**config.mk**
```make
export PLATFORM = sky130hd
export DESIGN_NAME = turing_machine_gen_flat
export DESIGN_NICKNAME = d
export VERILOG_FILES = /design/src/rtl/turing_machine_gen_if.sv /design/src/rtl/turing_machine_gen.sv /design/src/flat_wrapper.sv
export SDC_FILE = /design/constraint.sdc
export NUM_CORES = 1
export LEC_CHECK = 0
export ABC_AREA = 1
export BUFFER_PORTS_ARGS = -buffer_cell sky130_fd_sc_hd__buf_2
export CORE_MARGIN = 2
export CORE_UTILIZATION = 52
export CTS_CLUSTER_SIZE = 25
export DETAILED_ROUTE_END_ITERATION = 10
export HOLD_SLACK_MARGIN = 0.08
export PLACE_DENSITY = 0.83
export SLEW_MARGIN = 20
export SYNTH_ARGS = -nofsm -noshare
export SYNTH_HDL_FRONTEND = slang
export SYNTH_SLANG_ARGS = --single-unit
```
**constraint.sdc**
```tcl
create_clock -name clock -period 2.9 [get_ports clock]
set_clock_uncertainty 0.2 [all_clocks]
set_input_delay 0.145 -clock clock [delete_from_list [all_inputs] [get_ports clock]]
set_output_delay 0.145 -clock clock [all_outputs]
set_load 0.02 [all_outputs]
```
**src/rtl/turing_machine_gen_if.sv**
```systemverilog
// Handshake and observation bundle for turing_machine_gen: table/step inputs
// from the master side, registered machine state back to it.
interface turing_machine_gen_if #(
  parameter int STATE_BITS = 2,
  parameter int TAPE_LEN   = 8,
  parameter int STEP_LIMIT = 16
);
  localparam int HEAD_W = $clog2(TAPE_LEN);
  localparam int CNT_W  = $clog2(STEP_LIMIT + 1);

  logic [STATE_BITS+2:0] input_data;
  logic                  Next;
  logic                  Done;
  logic                  run_mode;
  logic [STATE_BITS-1:0] next_state_out;
  logic [1:0]            direction;
  logic [HEAD_W-1:0]     head_pos;
  logic [TAPE_LEN-1:0]   data_reg_out;
  logic [CNT_W-1:0]      step_count;
  logic                  loading;
  logic                  halted;
  logic [1:0]            fault;

  modport master (
    output input_data, Next, Done, run_mode,
    input  next_state_out, direction, head_pos, data_reg_out,
           step_count, loading, halted, fault
  );

  modport slave (
    input  input_data, Next, Done, run_mode,
    output next_state_out, direction, head_pos, data_reg_out,
           step_count, loading, halted, fault
  );
endinterface

```
**src/rtl/turing_machine_gen.sv**
```systemverilog
// Binary-tape Turing machine with a loadable transition table, single-step or
// free-run execution, halt detection, tape-edge fault and step-limit watchdog.
module turing_machine_gen #(
  parameter int STATE_BITS = 2,
  parameter int TAPE_LEN   = 8,
  parameter int START_POS  = 0,
  parameter int STEP_LIMIT = 16
) (
  input  logic                clock,
  input  logic                Reset_n,
  turing_machine_gen_if.slave bus
);
  localparam int ENTRY_W   = STATE_BITS + 3;
  localparam int N_ENTRIES = 2 * ((1 << STATE_BITS) - 1);
  localparam int PTR_W     = $clog2(N_ENTRIES + 1);
  localparam int HEAD_W    = $clog2(TAPE_LEN);
  localparam int CNT_W     = $clog2(STEP_LIMIT + 1);
  localparam int IDX_W     = STATE_BITS + 1;

  localparam logic [HEAD_W-1:0]     HEAD_START = HEAD_W'(START_POS);
  localparam logic [HEAD_W-1:0]     HEAD_LAST  = HEAD_W'(TAPE_LEN - 1);
  localparam logic [HEAD_W-1:0]     HEAD_ONE   = HEAD_W'(1);
  localparam logic [CNT_W-1:0]      CNT_LIMIT  = CNT_W'(STEP_LIMIT);
  localparam logic [CNT_W-1:0]      CNT_ONE    = CNT_W'(1);
  localparam logic [PTR_W-1:0]      PTR_FULL   = PTR_W'(N_ENTRIES);
  localparam logic [PTR_W-1:0]      PTR_ONE    = PTR_W'(1);
  localparam logic [STATE_BITS-1:0] STATE_INIT = STATE_BITS'(1);

  typedef enum logic [1:0] {
    S_LOAD  = 2'd0,
    S_RUN   = 2'd1,
    S_HALT  = 2'd2,
    S_FAULT = 2'd3
  } fsm_e;

  fsm_e                              fsm_q, fsm_d;
  logic [N_ENTRIES-1:0][ENTRY_W-1:0] table_q, table_d;
  logic [PTR_W-1:0]                  ptr_q, ptr_d;
  logic [TAPE_LEN-1:0]               tape_q, tape_d;
  logic [HEAD_W-1:0]                 head_q, head_d;
  logic [STATE_BITS-1:0]             state_q, state_d;
  logic [1:0]                        dir_q, dir_d;
  logic [CNT_W-1:0]                  cnt_q, cnt_d;
  logic [1:0]                        fault_q, fault_d;
  logic                              loading_q, loading_d;
  logic                              halted_q, halted_d;
  logic                              next_q, done_q;

  logic                  nxt, dn, step_req, do_step, do_restart;
  logic                  rd_bit, edge_hit;
  logic [IDX_W-1:0]      entry_idx;
  logic [ENTRY_W-1:0]    cur_entry;
  logic [STATE_BITS-1:0] e_next;
  logic [1:0]            e_dir;
  logic                  e_write;
  logic [HEAD_W-1:0]     head_move;
  logic [CNT_W-1:0]      cnt_inc;

  assign nxt = bus.Next & ~next_q;
  assign dn  = bus.Done & ~done_q;

  // Table lookup for the current (state, read bit); state 0 never steps, so it maps to a halt entry.
  always_comb begin
    rd_bit    = tape_q[head_q];
    entry_idx = {state_q - STATE_INIT, rd_bit};
    if (state_q == '0) begin
      cur_entry = '0;
    end else begin
      cur_entry = table_q[entry_idx];
    end
    e_next  = cur_entry[ENTRY_W-1:3];
    e_dir   = cur_entry[2:1];
    e_write = cur_entry[0];
    cnt_inc = cnt_q + CNT_ONE;

    head_move = head_q;
    edge_hit  = 1'b0;
    case (e_dir)
      2'b01: begin
        if (head_q == '0) begin
          edge_hit = 1'b1;
        end else begin
          head_move = head_q - HEAD_ONE;
        end
      end
      2'b10: begin
        if (head_q == HEAD_LAST) begin
          edge_hit = 1'b1;
        end else begin
          head_move = head_q + HEAD_ONE;
        end
      end
      default: head_move = head_q;
    endcase
  end

  // Next-state logic: decide load/step/restart, then apply the chosen action.
  always_comb begin
    fsm_d      = fsm_q;
    table_d    = table_q;
    ptr_d      = ptr_q;
    tape_d     = tape_q;
    head_d     = head_q;
    state_d    = state_q;
    dir_d      = dir_q;
    cnt_d      = cnt_q;
    fault_d    = fault_q;
    do_step    = 1'b0;
    do_restart = 1'b0;
    step_req   = bus.run_mode ? 1'b1 : nxt;

    case (fsm_q)
      S_LOAD: begin
        // Writes saturate at the table size so entry 0 is never overwritten by a wrap.
        if (nxt && (ptr_q < PTR_FULL)) begin
          table_d[ptr_q] = bus.input_data;
          ptr_d          = ptr_q + PTR_ONE;
        end else begin
          ptr_d = ptr_q;
        end
        if (dn) begin
          fsm_d = S_RUN;
        end else begin
          fsm_d = S_LOAD;
        end
      end
      S_RUN: begin
        if (dn) begin
          do_restart = 1'b1;
        end else if (step_req) begin
          do_step = 1'b1;
        end else begin
          fsm_d = S_RUN;
        end
      end
      S_HALT, S_FAULT: begin
        if (dn) begin
          do_restart = 1'b1;
        end else begin
          fsm_d = fsm_q;
        end
      end
      default: fsm_d = S_LOAD;
    endcase

    if (do_restart) begin
      fsm_d   = S_RUN;
      tape_d  = '0;
      head_d  = HEAD_START;
      state_d = STATE_INIT;
      dir_d   = 2'b00;
      cnt_d   = '0;
      fault_d = 2'b00;
    end else if (do_step) begin
      tape_d[head_q] = e_write;
      state_d        = e_next;
      dir_d          = e_dir;
      cnt_d          = cnt_inc;
      head_d         = head_move;
      // Exit priority: halt, then tape edge, then watchdog.
      if (e_next == '0) begin
        fsm_d = S_HALT;
      end else if (edge_hit) begin
        fsm_d   = S_FAULT;
        fault_d = 2'b01;
      end else if (cnt_inc == CNT_LIMIT) begin
        fsm_d   = S_FAULT;
        fault_d = 2'b10;
      end else begin
        fsm_d = S_RUN;
      end
    end else begin
      fault_d = fault_q;
    end

    loading_d = (fsm_d == S_LOAD);
    halted_d  = (fsm_d == S_HALT);
  end

  // State register with synchronous active-low reset.
  always_ff @(posedge clock) begin
    if (!Reset_n) begin
      fsm_q     <= S_LOAD;
      table_q   <= '0;
      ptr_q     <= '0;
      tape_q    <= '0;
      head_q    <= HEAD_START;
      state_q   <= STATE_INIT;
      dir_q     <= 2'b00;
      cnt_q     <= '0;
      fault_q   <= 2'b00;
      loading_q <= 1'b1;
      halted_q  <= 1'b0;
      next_q    <= 1'b0;
      done_q    <= 1'b0;
    end else begin
      fsm_q     <= fsm_d;
      table_q   <= table_d;
      ptr_q     <= ptr_d;
      tape_q    <= tape_d;
      head_q    <= head_d;
      state_q   <= state_d;
      dir_q     <= dir_d;
      cnt_q     <= cnt_d;
      fault_q   <= fault_d;
      loading_q <= loading_d;
      halted_q  <= halted_d;
      next_q    <= bus.Next;
      done_q    <= bus.Done;
    end
  end

  assign bus.next_state_out = state_q;
  assign bus.direction      = dir_q;
  assign bus.head_pos       = head_q;
  assign bus.data_reg_out   = tape_q;
  assign bus.step_count     = cnt_q;
  assign bus.loading        = loading_q;
  assign bus.halted         = halted_q;
  assign bus.fault          = fault_q;
endmodule

```
**src/flat_wrapper.sv**
```systemverilog
// flat-port wrapper written by rule: the top's interface ports become plain ports
module turing_machine_gen_flat 
#(
  parameter int STATE_BITS = 2,
  parameter int TAPE_LEN   = 8,
  parameter int START_POS  = 0,
  parameter int STEP_LIMIT = 16
)
  (clock, Reset_n, bus_input_data, bus_Next, bus_Done, bus_run_mode, bus_next_state_out, bus_direction, bus_head_pos, bus_data_reg_out, bus_step_count, bus_loading, bus_halted, bus_fault);
  turing_machine_gen_if #(.STATE_BITS(STATE_BITS), .TAPE_LEN(TAPE_LEN), .STEP_LIMIT(STEP_LIMIT)) bus_i ();
  input  logic clock;
  input  logic Reset_n;
  input wire logic [$bits(bus_i.input_data)-1:0] bus_input_data;
  input wire logic [$bits(bus_i.Next)-1:0] bus_Next;
  input wire logic [$bits(bus_i.Done)-1:0] bus_Done;
  input wire logic [$bits(bus_i.run_mode)-1:0] bus_run_mode;
  output wire logic [$bits(bus_i.next_state_out)-1:0] bus_next_state_out;
  output wire logic [$bits(bus_i.direction)-1:0] bus_direction;
  output wire logic [$bits(bus_i.head_pos)-1:0] bus_head_pos;
  output wire logic [$bits(bus_i.data_reg_out)-1:0] bus_data_reg_out;
  output wire logic [$bits(bus_i.step_count)-1:0] bus_step_count;
  output wire logic [$bits(bus_i.loading)-1:0] bus_loading;
  output wire logic [$bits(bus_i.halted)-1:0] bus_halted;
  output wire logic [$bits(bus_i.fault)-1:0] bus_fault;
  assign bus_i.input_data = bus_input_data;
  assign bus_i.Next = bus_Next;
  assign bus_i.Done = bus_Done;
  assign bus_i.run_mode = bus_run_mode;
  assign bus_next_state_out = bus_i.next_state_out;
  assign bus_direction = bus_i.direction;
  assign bus_head_pos = bus_i.head_pos;
  assign bus_data_reg_out = bus_i.data_reg_out;
  assign bus_step_count = bus_i.step_count;
  assign bus_loading = bus_i.loading;
  assign bus_halted = bus_i.halted;
  assign bus_fault = bus_i.fault;
  turing_machine_gen #(.STATE_BITS(STATE_BITS), .TAPE_LEN(TAPE_LEN), .START_POS(START_POS), .STEP_LIMIT(STEP_LIMIT)) u_core (.clock(clock), .Reset_n(Reset_n), .bus(bus_i));
endmodule
```
* Word-level counts from Yosys, hierarchy flattened *
Index checks and enable logic that the tools add are counted.

cells by class
  $add $sub $neg = 5
  order comparisons = 6
  eq/ne operators = 10
  muxes and demuxes = 34
  bitwise logic cells = 6
  reduce and logical (&&, ||, !) cells = 16

operators by type and width
  cell                                                        count
  bitwise mux 30 bit                                          1
  2-to-1 mux 2 bit                                            9
  binary-select mux 5 bit (select 3 bit)                      1
  demux 5 bit (select 3 bit)                                  1
  2-to-1 mux 5 bit                                            3
  less-than comparator 3 x 4 -> 1 bit, second input constant  3
  2-to-1 mux 1 bit                                            11
  bitwise mux 8 bit                                           1
  == test 2 bit, second input constant                        4
  zero test 2 bit                                             4
  adder 3 x 1 -> 3 bit, second input constant                 2
  >= comparator 3 x 1 -> 1 bit, second input constant         2
  2-to-1 mux 3 bit                                            2
  case mux 2 bit (3 select lines)                             1
  case mux 3 bit (2 select lines)                             1
  adder 5 x 1 -> 5 bit, second input constant                 1
  == test 5 bit, second input constant                        1
  == test 2 x 1 -> 1 bit, second input constant               2
  inequality test 2 bit, second input constant                2
  inverter 1 bit                                              4
  AND reduction 4 bit                                         1
  nonzero test 2 bit                                          2
  OR reduction 2 bit                                          2
  binary-select mux 1 bit (select 3 bit)                      1
  other kinds (12)                                            15

storage, ports and cells
  bits in registers = 61
  input bits = 10

* Depth between registers and ports, before layout *
Gate-level depths: netlist of the first run.

  depth after elaboration = 12
  mapped depth = 27
  gate-level depth less buffers = 26

* Worst setup path after synthesis of the first run *
Ideal clock, no wire load.

  path kind = register to register
  from = register u_core.head_q[0] (netlist: u_core.bus.head_pos[0])
  to = register u_core.head_q[2] (netlist: u_core.bus.head_pos[2])
  library setup time = 0.070 ns
  arrival time = 2.610 ns
  data required time = 2.630 ns
  path slack = 0.020 ns
  cell stages (with the launch flop) = 22
  path through = dfxtp_1 > buf_4 > nand2_1 > nand2_1 > nand2_1 > nand2_1 > nand2_2 > nand2_4 > buf_6 > nand2_1 > nand3_1 > nand2_1 > nand2_1 > nand3_1 > inv_1 > ha_1 > inv_1 > fa_1 > nand2_1 > nor3b_1 > o21ai_0 > a21oi_1

on the way
  longest elaborated chain between the ends = 8

ends and longest elaborated chain
  item                                                                          line                       RTL
  from (decl)                                                                   turing_machine_gen.sv:40   logic [HEAD_W-1:0] head_q, head_d;
  from (signal assigned)                                                        turing_machine_gen.sv:187  head_q <= HEAD_START;
  from (signal assigned)                                                        turing_machine_gen.sv:201  head_q <= head_d;
  binary-select mux 1 bit (select 3 bit) *                                      turing_machine_gen.sv:64   rd_bit = tape_q[head_q];
  2-to-1 mux 1 bit (not written as such) *                                      turing_machine_gen.sv:64
  binary-select mux 5 bit (select 3 bit) *                                      turing_machine_gen.sv:69   cur_entry = table_q[entry_idx];
  2-to-1 mux 5 bit (not written as such) *                                      turing_machine_gen.sv:69
  2-to-1 mux 5 bit *                                                            turing_machine_gen.sv:66   if (state_q == '0) begin
  via u_core.cur_entry[2]                                                       turing_machine_gen.sv:52   logic [ENTRY_W-1:0] cur_entry;
  == test 2 bit or == test 2 x 1 -> 1 bit (tied branches)                       turing_machine_gen.sv:78   case (e_dir)
  inequality test 2 bit (no source line) or nonzero test 2 bit (tied branches)  -
  AND reduction 4 bit (no source line)                                          -

Mark *: on every way through the listed nets, which the timed path passes. The rest lies on a longest branch. The select of a mux whose other input is x is not followed.
A chain may end at the register's enable or synchronous reset.

* Worst setup path after layout of the first run *
  from = register u_core.head_q[0] (netlist: u_core.bus.head_pos[0])
  to = register u_core.loading_q (netlist: u_core.bus.loading)

on the way
  longest elaborated chain between the ends = 12

ends and longest elaborated chain
  item                                                     line                       RTL
  binary-select mux 1 bit (select 3 bit) *                 turing_machine_gen.sv:64
  2-to-1 mux 1 bit (not written as such) *                 turing_machine_gen.sv:64
  binary-select mux 5 bit (select 3 bit) *                 turing_machine_gen.sv:69
  2-to-1 mux 5 bit (not written as such) *                 turing_machine_gen.sv:69
  2-to-1 mux 5 bit *                                       turing_machine_gen.sv:66
  via u_core.cur_entry[2]                                  turing_machine_gen.sv:52
  == test 2 bit or == test 2 x 1 -> 1 bit (tied branches)  turing_machine_gen.sv:78
  case mux 1 bit (2 select lines) *                        turing_machine_gen.sv:78
  2-to-1 mux 2 bit *                                       turing_machine_gen.sv:163  end else if (edge_hit) begin
  2-to-1 mux 2 bit *                                       turing_machine_gen.sv:161  if (e_next == '0) begin
  2-to-1 mux 2 bit *                                       turing_machine_gen.sv:154  end else if (do_step) begin
  2-to-1 mux 2 bit *                                       turing_machine_gen.sv:146  if (do_restart) begin
  zero test 2 bit *                                        turing_machine_gen.sv:176  loading_d = (fsm_d == S_LOAD);
  to (signal assigned)                                     turing_machine_gen.sv:206  loading_q <= loading_d;
  to (decl)                                                turing_machine_gen.sv:45   logic loading_q, loading_d;

Marked as above.

==> results of run 1 <==
-- logic make-up after synthesis --
| kind of cell | after synthesis | synth area share (%) |
|---|---|---|
| compound gates | 103 | 18.8 |
| xor+xnor | 3 | 0.884 |
| fa+ha+maj | 7 | 3.20 |
| buf+inv | 66 | 9.26 |
| flops | 61 | 41.1 |
| simple gates | 169 | 26.8 |
-- final cells by class --
cell class / instances / area (µm²) / area share [%]
Clock buffer: 12 / 155 / 4.22
Clock inverter: 4 / 22.5 / 0.612
Inverter: 53 / 209 / 5.68
Multi-Input combinational cell: 282 / 1570 / 42.6
Sequential cell: 61 / 1220 / 33.2
Tap cell: 72 / 90.1 / 2.45
Timing Repair Buffer: 60 / 413 / 11.2
-- worst paths after layout --
| check | start | to | slack [ns] | depth (start not counted) |
|---|---|---|---|---|
| min | bus_run_mode | u_core.bus.step_count[4] | 0.16 | 6 |
| min reg2reg | u_core.bus.fault[1] | u_core.bus.fault[1] | 0.28 | 2 |
| max reg2reg | u_core.bus.head_pos[0] | u_core.bus.loading | 0.04 | 24 |
| max | u_core.bus.head_pos[0] | u_core.bus.loading | 0.04 | 24 |
-- synthesized netlist by cell type --
library cell / n
dfxtp_1: 61
o21ai_0: 35
xnor2_1: 1
buf_4: 2
a21oi_2: 3
inv_1: 46
clkbuf_4: 1
nor2_4: 3
nand4_1: 3
nand2_1: 76
a211oi_1: 10
a21oi_1: 43
or2_2: 1
nand3_2: 4
nand2_4: 3
clkbuf_1: 7
ha_1: 6
nor3b_1: 1
buf_6: 2
o211ai_1: 1
o22ai_1: 1
inv_2: 7
xor2_1: 2
nor2_2: 2
fa_1: 1
o21ai_1: 9
buf_2: 1
nor3_2: 4
nor3_1: 3
nand3_1: 27
nor2_1: 37
o21bai_1: 1
nand2_2: 5
-- state kept, by name, indices dropped and copies added (netlist names), 2 cells and up --
name and flops:
u_core.bus.head_pos 3, u_core.bus.next_state_out 2, u_core.bus.fault 2, u_core.bus.step_count 5, u_core.bus.direction 2, u_core.fsm_q 2
u_core.ptr_q 3, u_core.table_q 30, u_core.bus.data_reg_out 8
-- per-layer routing --
layer  GRT usage, %  wire [µm]  vias to the layer above
met1           29.0       3140                     1303
met4           9.31        181                        0
met3           6.22        330                       14
li1               -          -                     1465
met5              0          0                        -
met2           39.4       3570                       79
-- power by group --
group | switching [µW] | internal [µW] | total, µW | leakage (µW)
Combinational | 289 | 178 | 467 | 0.00105
Clock | 333 | 352 | 685 | 0.0000921
Sequential | 29.5 | 878 | 907 | 0.000496
-- worst reg2reg max path, stage by stage, from the launching register on --
cell	delay, ns
dfxtp_2	0.34
inv_2	0.12
nand2_1	0.09
nand2_1	0.06
nand2_1	0.05
nand2_1	0.10
nand2_2	0.08
nand2_4	0.13
buf_6	0.14
nor2_1	0.04
o21ai_1	0.16
nand3_2	0.13
inv_2	0.09
ha_4	0.13
inv_4	0.05
o22ai_4	0.16
inv_2	0.07
nor2_2	0.16
inv_2	0.08
nand2_4	0.09
inv_2	0.04
nand2_2	0.06
nand3_2	0.07
nand2_1	0.10
inv_1	0.04
-- repair_timing --
item | 4_1_cts | 5_1_grt
buffers inserted | 0 | 7
endpoints found under the setup margin | 3 | 8
resized for setup | 4 | 35
pin swaps | 1 | 12
hold endpoints to repair | 33 | 0
hold buffers | 10 | 0
-- metrics by stage --
step / instances / hold slack [ns] / instance area, µm² / TNS, ns / util [%]
final: 544 / 0.161 / 3680 / 0 / 66.8
after detailed placement: 511 / 0.143 / 3230 / 0 / 58.6
after global routing: 544 / 0.178 / 3680 / -0.396 / 66.8
after global placement: 511 / 0.136 / 3230 / 0 / 58.6
after CTS: 537 / 0.154 / 3520 / 0 / 64.0
after floorplan: 409 / 0.0385 / 2970 / 0 / -
==> metrics.md, run 1 <==
| Metric | Value |
|---|---|
| CP Buf/Inv Count | `8` |
| Area leader, netlist | `dfxtp_1` |
| Global-route wire length before repair | `11700 µm` |
| Sequential share of the synthesized area | `41.1%` |
| Leakage | `0.00164 µW` |
| Root buffer selected by CTS | `clkbuf_8` |
| Area Overhead vs Synth | `23.6%` |
| Worst vdd ir | `0.000373 V` |
| Final worst-path cycle share | `98.6%` |
| Core area | `5510 µm²` |
| Post-Syn Area | `2970 µm²` |
| Io pins | `34` |
| Clock sink count | `61` |
| Final WS setup | `0.0405 ns` |
| Final wirelength | `7220 µm` |
| Most common cell after layout, fill and taps aside | `nand2_1` |
| Post-synth cell types | `33` |
| Vias in the first global route | `2587` |
| Crit path time final | `2.86 ns` |
| Yosys top cell area share | `41.1%` |
| CTS H-tree lvls | `3` |
| Critical Path Max Stage Delay | `0.34 ns` |
| Final Max Tran Viols | `0` |
| Post-DP HPWL | `4820 µm` |
| Clock Pin Slew Worst Setup and Hold Paths | `0.07 ns` |
| Initial antenna violation count | `0` |
| Syn_nets | `426` |
| Peak Freq | `350 MHz` |
| Run status | `finished clean` |
| GR Overflow Total | `0` |
| Via Count | `2861` |
| Critical path fanouts, max | `7` |
| DRT antenna net count | `0` |
| Critical path class | `flip-flop to flip-flop` |
| CTS buffer count | `9` |
| Worst EP arrival | `2.91 ns` |
| Synthesis-stage register bit count | `61` |
| Clock tree buffer depth | `2` |
| Clk Latency, worst-skew pair | `0.35 ns` |
| Crit-path slowest cell | `dfxtp_2` |
| CTS tree | `yes` |
| Core Rows | `27` |
| Final hold vios | `0` |
| Die width | `79.6 µm` |
| Final nets | `484` |
| Antenna diodes | `0` |
| Largest net degree at the start of global routing | `28` |
| Max-cap violation count | `0` |
| DR pass1 iterations | `4` |
| Fill count | `451` |
| Gr usage total | `23.6%` |
| Starting DRT DRC Count | `138` |
| Pre-CTS setup slack | `0.0221 ns` |
| Final setup vio count | `0` |
| Die Span Y | `79.6 µm` |
| CP cell instances | `inv_2 -> nand2_1 -> nand2_1 -> nand2_1 -> nand2_1 -> nand2_2 -> nand2_4 -> buf_6 -> nor2_1 -> o21ai_1 -> nand3_2 -> inv_2 -> ha_4 -> inv_4 -> o22ai_4 -> inv_2 -> nor2_2 -> inv_2 -> nand2_4 -> inv_2 -> nand2_2 -> nand3_2 -> nand2_1 -> inv_1` |
| CP delay by family, top | `simple AND/OR/NAND/NOR gates` |
| CP Data Required Time | `2.95 ns` |
| Slew @ Worst Pin | `0.579 ns` |
| Crit path capture type | `flip-flop` |
| DRC | `0` |
| Wire per inst | `13.3 µm` |
| Initial Util | `54.0%` |
| Buffers on Ports | `33` |
| Largest cells by area after synthesis | `dfxtp_1, nand2_1, a21oi_1` |
| Power density over the cells | `560 nW/µm²` |
| Mapped Cells | `409` |
| Die area | `6340 µm²` |
| Synthesis Warnings | `0` |
| Design Power | `2060 µW` |
| Worst slew margin | `61.2%` |
| Via-per-instance ratio | `5.26` |
| Synth Area per Inst | `7.27 µm²` |
| Worst hold-check path type | `input port to flip-flop` |
| Critical Path Start Type | `flip-flop` |
| Commonest non-fill, non-tap cells in the layout | `nand2_1, dfxtp_1, a21oi_1` |
| Share of cells above drive strength 1 | `24.8%` |
| Placer's final routability congestion estimate | `0.933` |
Power figures use the tool's default switching activity.
==> run 2, diff against run 1 <==
==> constraint.sdc (replaced) <==
create_clock -name clock -period 2.4 [get_ports clock]
set_clock_uncertainty 0.2 [all_clocks]
set_input_delay 0.12 -clock clock [delete_from_list [all_inputs] [get_ports clock]]
set_output_delay 0.12 -clock clock [all_outputs]
set_load 0.02 [all_outputs]
==> metrics.md, run 2 (synthesis results as in run 1) <==
| Metric | Value |
|---|---|
| Core area | `5510 µm²` |
| Root buffer selected by CTS | `clkbuf_8` |
| WHS | `0.222 ns` |
| Global-route wire length before repair | `13500 µm` |
| Via-per-instance ratio | `5.46` |
| DRT antenna net count | `0` |
| Clock tree buffer depth | `2` |
| Final Util | `75.0%` |
| Power density over the cells | `704 nW/µm²` |
| Initial antenna violation count | `0` |
| Design area | `4130 µm²` |
| Buffers on Ports | `33` |
| Wire per inst | `15.3 µm` |
| Core Rows | `27` |
| Die width | `79.6 µm` |
| Largest net degree at the start of global routing | `27` |
| Io pins | `34` |
| Worst slew margin | `57.8%` |
| CTS tree | `yes` |
| Failing checks | `setup timing` |
| Critical Path Start Type | `flip-flop` |
| Leakage | `0.00187 µW` |
| CP cell instances | `inv_6 -> nand2_2 -> nand2_1 -> nand2_1 -> nand2_1 -> nand2_2 -> nand2_4 -> inv_6 -> nand2_2 -> nand3_2 -> nand2_1 -> nand2_1 -> nand3_2 -> inv_2 -> ha_4 -> inv_4 -> fa_2 -> nand2_2 -> nor3b_2 -> o21ai_1 -> a21oi_1` |
| Setup TNS | `-3.02 ns` |
| Gr usage total | `27.6%` |
| DRC | `0` |
| Run status | `finished with violations` |
| Worst EP arrival | `2.96 ns` |
| CTS H-tree lvls | `3` |
| Via Count | `3186` |
| Die area | `6340 µm²` |
| Most flops, register | `u_core.table_q` |
| Most common cell after layout, fill and taps aside | `nand2_1` |
| Max-cap violation count | `0` |
| Clk Latency, worst-skew pair | `0.37 ns` |
| Critical path class | `flip-flop to flip-flop` |
| Area Overhead vs Synth | `38.8%` |
| Cell mode on critical path | `nand2_1` |
| Post-DP HPWL | `5200 µm` |
| CP Data Required Time | `2.49 ns` |
| Starting DRT DRC Count | `277` |
| Clock sink count | `61` |
| Final wirelength | `8920 µm` |
| Worst hold-check path type | `input port to flip-flop` |
| DR pass1 iterations | `5` |
| Final WS setup | `-0.467 ns` |
| Placed Instance Area | `3440 µm²` |
| Crit path time final | `2.87 ns` |
| Clock Pin Slew Worst Setup and Hold Paths | `0.07 ns` |
| Initial Util | `54.0%` |
| Vias in the first global route | `2970` |
| Placer's final routability congestion estimate | `0.923` |
| GR Overflow Total | `0` |
| Die Span Y | `79.6 µm` |
| CTS buffer count | `9` |
| Share of cells above drive strength 1 | `35.0%` |
| Peak Freq | `349 MHz` |
| Final hold vios | `0` |
| Critical path fanouts, max | `8` |
| Worst vdd ir | `0.000519 V` |
| Crit-path slowest cell | `dfxtp_4` |
| Final worst-path cycle share | `119%` |
| Unrepaired setup endpoints after global routing | `yes` |
| Commonest non-fill, non-tap cells in the layout | `nand2_1, dfxtp_1, buf_4` |
| Crit path capture type | `flip-flop` |
| Max reg flops | `30` |
| Slew @ Worst Pin | `0.632 ns` |
| Final Max Tran Viols | `0` |
| Final setup vio count | `9` |
| Antenna diodes | `0` |
| Final nets | `525` |
| Critical Path Max Stage Delay | `0.41 ns` |
[run 2: critical path, delay by kind of cell (launching register included)]
kind / cells / cell delay [ns]
adder cells (fa/ha/maj): 2 / 0.51
buffers and inverters: 4 / 0.30
AND/OR/NAND/NOR: 13 / 1.08
flip-flops: 1 / 0.41
AO/OA/AOI/OAI: 2 / 0.30
[run 2: worst paths after layout]
kind | from | cells past startpoint | endpoint | slack (ns)
max | u_core.bus.head_pos[0] | 21 | u_core.bus.head_pos[2] | -0.47
min | bus_run_mode | 6 | u_core.bus.next_state_out[1] | 0.22
max reg2reg | u_core.bus.head_pos[0] | 21 | u_core.bus.head_pos[2] | -0.47
min reg2reg | u_core.bus.next_state_out[1] | 2 | u_core.bus.next_state_out[1] | 0.29
[run 2: metrics by stage]
stage | power (µW) | setup WS [ns] | std cells
after floorplan | 1450 | -0.186 | 409
after global placement | 1590 | -0.143 | 535
after detailed placement | 1610 | -0.320 | 535
after CTS | 2750 | -0.278 | 574
after global routing | 3020 | -0.600 | 584
final | 2910 | -0.467 | 584
[run 2: area by class of cell]
cell class,count,area (µm²)
Timing Repair Buffer,101,716
Clock inverter,2,37.5
Tap cell,72,90.1
Inverter,53,214
Fill cell,373,1380
Clock buffer,13,190
Multi-Input combinational cell,282,1650
Sequential cell,61,1230
[run 2: where the power goes]
part,internal (µW),switching [µW],leakage [µW]
Combinational,329,427,0.00126
Sequential,1060,40.6,0.000496
Clock,622,428,0.000113
Total,2010,896,0.00187
[run 2: repair_timing]
item                                   in CTS  in global routing
pin swaps                                   6                 19
resized for setup                          18                 36
endpoints found under the hold margin      39                  0
buffers inserted                           13                 11
setup endpoints to repair                   8                 10
hold buffers                               11                  0
[run 2: layer usage]
metal	routed length [µm]	global-route usage (%)	vias up
li1	-	-	1541
met1	3590	32.0	1466
met2	4330	45.1	144
met3	654	6.90	35
met4	342	17.8	0
met5	0	0	-
